==> src/rtl/alu_arbiter.sv <==
// alu_arbiter
//   Round-robin arbiter that shares one external combinational ALU between
//   two requesters. Each cycle at most one request is granted. The winner's
//   operands drive the ALU. The ALU result is captured into that port's
//   response register, which holds its value under backpressure.
//
// Ports
//   Clk, Reset            clock, synchronous active-high reset
//   ReqValid/Ready/Op/A/B request handshake and operands, ports 0 and 1
//   RspValid/Ready/Data   response handshake and result, ports 0 and 1
//   AluOp/AluA/AluB       drive to the external ALU (zero when idle)
//   AluOut                result returned by the external ALU
//   Grant                 one-hot grant for this cycle (bit i = port i)
module alu_arbiter #(
  parameter int W   = 8,
  parameter int Ops = 4
) (
  input  logic           Clk,
  input  logic           Reset,

  input  logic           ReqValid0,
  output logic           ReqReady0,
  input  logic [Ops-1:0] ReqOp0,
  input  logic [W-1:0]   ReqA0,
  input  logic [W-1:0]   ReqB0,

  input  logic           ReqValid1,
  output logic           ReqReady1,
  input  logic [Ops-1:0] ReqOp1,
  input  logic [W-1:0]   ReqA1,
  input  logic [W-1:0]   ReqB1,

  output logic           RspValid0,
  input  logic           RspReady0,
  output logic [W-1:0]   RspData0,

  output logic           RspValid1,
  input  logic           RspReady1,
  output logic [W-1:0]   RspData1,

  output logic [Ops-1:0] AluOp,
  output logic [W-1:0]   AluA,
  output logic [W-1:0]   AluB,
  input  logic [W-1:0]   AluOut,

  output logic [1:0]     Grant
);

  // Index of the port that won the most recent grant. It resets to 1 so
  // that port 0 wins the first tie.
  logic last_grant;
  logic elig0;
  logic elig1;

  // A port may be granted only when its response slot is empty or is being
  // drained this cycle. Nothing is granted while Reset is high, because
  // the response registers are being cleared in that cycle.
  always_comb begin
    elig0 = !Reset && ReqValid0 && (!RspValid0 || RspReady0);
    elig1 = !Reset && ReqValid1 && (!RspValid1 || RspReady1);
    Grant = 2'b00;
    if (elig0 && elig1) begin
      Grant = last_grant ? 2'b01 : 2'b10;
    end else if (elig0) begin
      Grant = 2'b01;
    end else if (elig1) begin
      Grant = 2'b10;
    end
  end

  assign ReqReady0 = Grant[0];
  assign ReqReady1 = Grant[1];

  always_comb begin
    AluOp = '0;
    AluA  = '0;
    AluB  = '0;
    if (Grant[0]) begin
      AluOp = ReqOp0;
      AluA  = ReqA0;
      AluB  = ReqB0;
    end else if (Grant[1]) begin
      AluOp = ReqOp1;
      AluA  = ReqA1;
      AluB  = ReqB1;
    end
  end

  // A refill takes priority over a drain, so a slot that drains and is
  // re-granted in the same cycle keeps RspValid high with the new result.
  always_ff @(posedge Clk) begin
    if (Reset) begin
      last_grant <= 1'b1;
      RspValid0  <= 1'b0;
      RspValid1  <= 1'b0;
      RspData0   <= '0;
      RspData1   <= '0;
    end else begin
      if (Grant != 2'b00) begin
        last_grant <= Grant[1];
      end

      if (Grant[0]) begin
        RspValid0 <= 1'b1;
        RspData0  <= AluOut;
      end else if (RspValid0 && RspReady0) begin
        RspValid0 <= 1'b0;
      end

      if (Grant[1]) begin
        RspValid1 <= 1'b1;
        RspData1  <= AluOut;
      end else if (RspValid1 && RspReady1) begin
        RspValid1 <= 1'b0;
      end
    end
  end

endmodule

==> config.mk <==
export PLATFORM = sky130hd
export DESIGN_NAME = alu_arbiter
export DESIGN_NICKNAME = d
export VERILOG_FILES = /design/src/rtl/alu_arbiter.sv
export SDC_FILE = /design/constraint.sdc
export NUM_CORES = 1
export LEC_CHECK = 0
export ABC_AREA = 1
export BUFFER_PORTS_ARGS = -buffer_cell sky130_fd_sc_hd__buf_4
export CAP_MARGIN = 20
export CORE_MARGIN = 1
export CORE_UTILIZATION = 42
export CTS_CLUSTER_SIZE = 25
export DETAILED_ROUTE_END_ITERATION = 8
export PLACE_DENSITY = 0.86
export REMOVE_ABC_BUFFERS = 1
export SLEW_MARGIN = 5
export SYNTH_ARGS = -nofsm -noshare
export SYNTH_HDL_FRONTEND = slang
export SYNTH_SLANG_ARGS = --single-unit
export TNS_END_PERCENT = 5
==> constraint.sdc <==
create_clock -name Clk -period 3 [get_ports Clk]
set_input_delay 0.15 -clock Clk [delete_from_list [all_inputs] [get_ports Clk]]
set_output_delay 0.15 -clock Clk [all_outputs]
set_load 0.05 [all_outputs]
## Word-level counts from Yosys, hierarchy flattened

Cells that the tools add are included.

- Bits in registers: 19
- Input bits: 54
- Output and inout port bits: 42
- Word-level logic and storage cells: 34

- Muxes and demuxes: 14
- Reduce and logical (&&, ||, !) cells: 15

Operator list:

| kind | count |
|---|---|
| 2-to-1 mux 8 bit | 4 |
| 2-to-1 mux 2 bit | 4 |
| 2-to-1 mux 4 bit | 2 |
| logical AND 1 bit | 7 |
| nonzero test 2 bit | 3 |
| 2-to-1 mux 1 bit | 4 |
| logical NOT 1 bit | 3 |
| logical OR 1 bit | 2 |

## Longest topological paths before layout

Gate-level depths: netlist (run 1).

- Depth in word-level cells: 8
- Gate-level depth with buffers: 8
- Gate-level depth less buffers: 7

## Worst setup path before layout (run 1)

Ideal clock, no wire load.

- Path type: reg2out
- Start point: register RspValid1
- End point: output port AluA[1]
- Data arrival time: 1678 ps
- Data required time: 2850 ps
- Setup slack: 1172 ps
- Cell stages (with the launch flop): 9
- Buffers on the path: 1
- Cells stage by stage: dfxtp_1 > inv_1 > nor2_1 > nor2_8 > nand2_2 > inv_2 > buf_6 > nand2_1 > nand2_1

- Longest elaborated chain between the ends: 8
- Elaborated cells on any way between the ends: 9
- Those cells by class: 5 x mux; 4 x reduce/logical

Ends and longest elaborated chain:

| element | RTL line | text |
|---|---|---|
| start: declaration | 37 | `output logic RspValid1,` |
| start signal: assignment | 95 | `RspValid1 <= 1'b0;` |
| start signal: assignment | 111 | `RspValid1 <= 1'b1;` |
| start signal: assignment | 114 | `RspValid1 <= 1'b0;` |
| logical NOT 1 bit (*) | 60 | `elig1 = !Reset && ReqValid1 && (!RspValid1 \|\| RspReady1);` |
| logical OR 1 bit (*) | 60 |  |
| logical AND 1 bit (*) | 60 |  |
| 2-to-1 mux 2 bit | 66 | `end else if (elig1) begin` |
| 2-to-1 mux 2 bit | 64 | `end else if (elig0) begin` |
| 2-to-1 mux 2 bit (*) | 62 | `if (elig0 && elig1) begin` |
| via ReqReady1 | 28 | `output logic ReqReady1,` |
| 2-to-1 mux 8 bit (*) | 82 | `end else if (Grant[1]) begin` |
| 2-to-1 mux 8 bit (*) | 78 | `if (Grant[0]) begin` |
| end: declaration | 42 | `output logic [W-1:0] AluA,` |

The timed path passes the listed nets; every way through them passes the cells marked *.

## Worst setup path in the final report (run 1)

- Start point: register RspValid1
- End point: output port AluA[6]

- Longest elaborated chain between the ends: 8
- Elaborated cells on any way between the ends: 9
- Those cells by class: 5 x mux; 4 x reduce/logical

Ends and longest elaborated chain:

| element | RTL line |
|---|---|
| logical NOT 1 bit (*) | 60 |
| logical OR 1 bit (*) | 60 |
| logical AND 1 bit (*) | 60 |
| 2-to-1 mux 2 bit | 66 |
| 2-to-1 mux 2 bit | 64 |
| 2-to-1 mux 2 bit (*) | 62 |
| 2-to-1 mux 8 bit | 82 |
| 2-to-1 mux 8 bit (*) | 78 |

Every way passes the cells marked *; elsewhere a longest branch is shown, timed or not.

==> results of run 1 <==
synth_stat cells:
library cell   n
nor2_8         2
o21ai_0        1
a21oi_1       18
buf_6          4
nand2_2        2
inv_2          2
buf_4          4
nand3_1       16
dfxtp_1       19
inv_1         15
nand3_2        2
buf_2          3
nor2_1        21
inv_4          1
nand2_1       78
nand2_4        2
critical path, stage by stage, from the launching register on:
cell	delay (ns)
dfxtp_1	0.37
nand2_1	0.09
nand3_2	0.27
nand2_2	0.10
inv_2	0.27
nand2_1	0.10
nand2_1	0.09
buf_4	0.19
state kept, by name, indices dropped and copies added, names as in the netlist:
| name | count |
|---|---|
| RspData0 | 8 |
| RspData1 | 8 |
| RspValid0 | 1 |
| RspValid1 | 1 |
| last_grant | 1 |
worst max-delay path by stage:
stage	to	cells past startpoint
after floorplan	AluA[0]	6
after global placement	AluA[5]	9
after detailed placement	AluA[6]	9
after CTS	AluA[6]	7
after global routing	AluA[6]	7
final	AluA[6]	7
stage by stage:
stage,area (sq um),instances,util (%),hold WS (ns),total power [uW]
after global placement,1843,304,71.78,0.3739,648.2
after detailed placement,1843,304,71.78,0.3756,651.6
final,1871,308,72.86,0.04921,775.0
after floorplan,1092,179,-,0.2191,515.7
after global routing,1871,308,72.86,0.05267,813.5
after CTS,1871,308,72.86,0.04312,780.2
power by group:
| group | leakage, uW | switching [uW] | internal [uW] |
|---|---|---|---|
| Clock | 0.0000177 | 81.0 | 49.7 |
| Combinational | 0.000903 | 236 | 127 |
| Sequential | 0.000157 | 10.4 | 271 |
| Total | 0.00108 | 327 | 448 |
cells by family after synthesis:
kind of cell | synth area share (%)
AOI/OAI and AO/OA | 8.042
buffers and inverters | 13.54
DFF | 32.17
and+or+nand+nor | 46.24
area by class of cell:
cell class                      instances  area [sq um]
Sequential cell                        19         380.4
Clock inverter                          1         5.005
Tap cell                               30         37.54
Clock buffer                            3         22.52
Inverter                               18         70.07
Timing Repair Buffer                   95         713.2
Fill cell                             223         696.9
Multi-Input combinational cell        142         641.9
routing by layer:
metal,up-vias,global-route usage [%],routed length (um)
met3,3,3.005,371
met1,630,21.78,1272
met2,68,38.35,1665
li1,759,-,-
met5,-,0,0
met4,0,5.000,22
==> flow_metrics.tcl, run 1 <==
set metrics [dict create \
    reg2reg_slack_ns 1.86 \
    hold_violations 0 \
    cts_buffers 3 \
    final_cell_mix "buf_4, nand2_1, nor2_1" \
    status "completed" \
    synthCells 190 \
    leakage_uw 0.001078 \
    yosys.cell_types.count 16 \
    fin_crit_sh_pct 64.58 \
    yosys.area.top_type_share_pct 32.17 \
    ys_ff_latch 19 \
    drtIter0Drc 23 \
    fmax_mhz 516.2 \
    avgViaCountPerCell 4.740 \
    hp-class "in2reg" \
    cts_setup_buffers 0 \
    drt-total-wl_mm 3.332 \
    min_to "RspValid0" \
    end_kind "output pin" \
    crit_path_max_fanout 22 \
    layout.nets 333 \
    drtAntennaViolNets 0 \
    fp.dieW_um 55.06 \
    tightest_slew_ns 0.3536 \
    ys_warn_count 0 \
    finalSetupViolations 0 \
    ff2ff_path_depth 6 \
    start_util_pct 46.05 \
    cts_root_buffer "clkbuf_4" \
    min_from "Reset" \
    regToRegStartpoint "RspValid1" \
    hpwl_mm 2.633 \
    relSlewSlack_pct 76.34 \
    grt-ovfl-total 0 \
    yosysSeqAreaShare_pct 32.17 \
    first_global_vias 1110 \
    path_class "reg2out" \
    antenna_found_initial 0 \
    grt_max_degree 23 \
    yosys.area.top_type "dfxtp_1" \
    critical_path_arrival_ns 1.79 \
    hold_path_depth 2 \
    syn_avg_cell_area_sq_um 6.223 \
    dp_slack_ns 1.293 \
    maxCapViolCount 0 \
    port-buffer-count 95 \
    r2r-end "RspData1[0]" \
    wire_per_inst_um 10.82 \
    clock_skew_ns 0.004086 \
    p_per_area_mw_per_mm2 414.3 \
    numClockSinks 19 \
    cp-startpoint "RspValid1" \
    core-area_sq_mm 0.002567 \
    cts_resized 0 \
    die-area_sq_mm 0.003032 \
    grt_first_pass_wirelength_mm 4.395 \
    cts.path.max_buffers 2 \
    finalWorstSetupSlack_ns 1.063 \
    tns_ns 0 \
    drive_gt1_share_pct 39.57 \
    gr-usage-all-layers_pct 19.68 \
    std_cell_rows 18 \
    io_pins 96 \
    yosys-top-cells-area "dfxtp_1, nand2_1, a21oi_1" \
    synthesis.area_sq_mm 0.001182 \
    drv_slew 0 \
    first_pass_iters 4 \
    period_needed_ns 1.937 \
    rsz0062_at_grt "false" \
    cp-start-kind "register" \
    h-tree-depth 1 \
    die_h_um 55.06 \
    cts_tree "yes" \
    ctsHoldBuffers 0 \
    area_growth_pct 58.20 \
    antenna_cells 0 \
    drc 0 \
    gp_congestion 0.7500 \
    cts.clk_slew.worst_paths_ns 0.11 \
    vdd.ir_drop.worst_v 0.0003427 \
    layout_commonest_cell "buf_4" \
    clock_latency_ns 0.30 \
    required_ns 2.85 \
    vias 1460 \
]
Note: power is estimated with default switching activity, not from simulation.
==> inputs of run 2 (changes only) <==
Settings changed: ABC_AREA 1 to 0, CORE_UTILIZATION 42 to 36, PLACE_DENSITY 0.86 to 0.76.
Clock period 3 ns to 1.65 ns, I/O delays scaled along.
==> flow_metrics.tcl, run 2 <==
set metrics [dict create \
    crit_path_max_fanout 27 \
    vias 1355 \
    status "finished, violations left" \
    reg.largest.list "RspData0: 8 flops, RspData1: 8 flops" \
    ctsHoldBuffers 0 \
    fmax_mhz 577.2 \
    p_per_area_mw_per_mm2 668.6 \
    max_stage_delay_ns 0.34 \
    die-area_sq_mm 0.003855 \
    port-buffer-count 95 \
    min_to "RspData1[7]" \
    failed_checks "negative setup slack" \
    layout.nets 293 \
    dp_slack_ns 0.1715 \
    numClockSinks 19 \
    cp-start-kind "register" \
    tns_ns -1.319 \
    io_pins 96 \
    antenna_found_initial 0 \
    grt_first_pass_wirelength_mm 4.657 \
    critical_path_arrival_ns 1.65 \
    ys_ff_latch 19 \
    grt-ovfl-total 0 \
    clock_latency_ns 0.29 \
    final_cell_mix "buf_4, nand2b_1, inv_1, buf_6" \
    antenna_cells 0 \
    first_global_vias 1092 \
    fp.dieW_um 62.09 \
    hold_path_depth 3 \
    die_h_um 62.09 \
    area_growth_pct 74.21 \
    synth-async-reset-ratio_pct 0 \
    drv_slew 0 \
    netlist_top_cells_count "nand2b_1, inv_1, o32ai_1" \
    regToRegStartpoint "RspValid1" \
    drive_gt1_share_pct 53.78 \
    start_util_pct 38.35 \
    rsz0062_at_grt "true" \
    yosys.area.top_type "dfxtp_1" \
    gp_congestion 0.6767 \
    wire_per_inst_um 12.99 \
    required_ns 1.57 \
    finalSetupViolations 24 \
    layout_commonest_cell "buf_4" \
    synth-edff-count 0 \
    end_kind "output pin" \
    cts_tree "yes" \
    yosysSeqAreaShare_pct 29.26 \
    std_cell_rows 21 \
    drc 0 \
    ff2ff_path_depth 4 \
    cts.path.max_buffers 2 \
    core-area_sq_mm 0.003390 \
    ys_warn_count 0 \
    hp-class "in2reg" \
    min_from "AluOut[7]" \
    hpwl_mm 2.375 \
    path_class "reg2out" \
    synthesis.area_sq_mm 0.001300 \
    clock_skew_ns 0.001217 \
    yosys-top-cells-area "dfxtp_1, nand2b_1, o32ai_1" \
    maxCapViolCount 0 \
    synthCells 150 \
    r2r-end "RspData0[2]" \
    grt_max_degree 70 \
    synth_most_common_cell "nand2b_1" \
    drtAntennaViolNets 0 \
    fin_crit_sh_pct 105.0 \
    yosys.area.top_type_share_pct 29.26 \
    cts.clk_slew.worst_paths_ns 0.10 \
    crit_chain "and2b_4 -> o311ai_4 -> buf_12 -> o32ai_1 -> buf_4" \
    tightest_slew_ns 0.6044 \
    h-tree-depth 1 \
    first_pass_iters 4 \
    crit_slowest_cell "dfxtp_2" \
    yosys.cell_types.count 21 \
    finalWorstSetupSlack_ns -0.08237 \
    cts_root_buffer "clkbuf_4" \
    vdd.ir_drop.worst_v 0.0005292 \
    gr-usage-all-layers_pct 16.41 \
    reg2reg_slack_ns 0.35 \
    drt-total-wl_mm 3.690 \
    period_needed_ns 1.732 \
    cts_buffers 3 \
    ys.flop_type "dfxtp_1" \
    relSlewSlack_pct 59.71 \
    leakage_uw 0.001083 \
    drtIter0Drc 97 \
    hold_violations 0 \
    syn_avg_cell_area_sq_um 8.667 \
    avgViaCountPerCell 4.771 \
]
[run 2: cell count changes after synthesis, moves of 16 or more]
| cell | previous run | this run |
|---|---|---|
| nor2_1 | 21 | 3 |
| nand2b_1 | 0 | 46 |
| nand3_1 | 16 | 0 |
| o32ai_1 | 0 | 20 |
| mux2i_1 | 0 | 16 |
| nand2_1 | 78 | 1 |
[run 2: logic make-up after synthesis]
logic type | synth area share (%)
simple gates | 24.74
buf+inv | 12.22
compound gates | 21.46
flops | 29.26
mux | 12.32
[run 2: metrics by stage]
stage	instance area [sq um]	instances	util, %	hold WS [ns]	power, uW
finish	2265	284	66.81	0.06467	1514
global route	2265	284	66.81	0.07333	1589
CTS	2145	284	63.27	0.06175	1482
detailed placement	2031	280	59.91	0.3822	1221
global placement	2031	280	59.91	0.3671	1217
floorplan	1220	137	-	0.1516	946.4
[run 2: layout make-up]
| class | instances | area [sq um] |
|---|---|---|
| Multi-Input combinational cell | 97 | 888.4 |
| Inverter | 21 | 78.83 |
| Clock inverter | 1 | 5.005 |
| Tap cell | 46 | 57.56 |
| Sequential cell | 19 | 384.1 |
| Timing Repair Buffer | 97 | 828.3 |
| Clock buffer | 3 | 22.52 |
| Fill cell | 277 | 1125 |
[run 2: what timing repair did]
action | in CTS | in global routing
hold endpoints to repair | 0 | 0
buffers inserted | 0 | 0
setup endpoints to repair | 24 | 24
resized for setup | 18 | 22
[run 2: routing by layer]
layer  vias up  GRT usage [%]  share of wire [%]  wire length, um
met5         -              0                  0                0
met4         0          7.619                1.3               48
met3         5          2.484                 10              386
met2        63          27.96                 48             1753
met1       598          20.23                 41             1502
li1        689              -                  -                -
[run 2: worst max-delay path by stage]
stage / startpoint / endpoint / slack [ns] / cells past startpoint
global route: RspValid1 / AluB[3] / -0.13 / 5
global placement: RspValid0 / AluB[0] / 0.20 / 5
detailed placement: RspValid0 / AluB[0] / 0.17 / 5
floorplan: RspValid0 / Grant[1] / -1.02 / 3
finish: RspValid1 / AluA[1] / -0.08 / 5
CTS: RspValid1 / AluB[6] / -0.06 / 5
[run 2: worst max-delay path: cells and delay by family, from the launching register on]
kind / cells / cell delay [ns]
buffers and inverters: 2 / 0.47
AOI/OAI and AO/OA: 2 / 0.35
DFF: 1 / 0.34
and+or+nand+nor: 1 / 0.18
[run 2: power by group]
group          switching, uW  internal, uW
sequential              22.9           494
combinational            454           315
clock                    139          90.3
total                    616           899
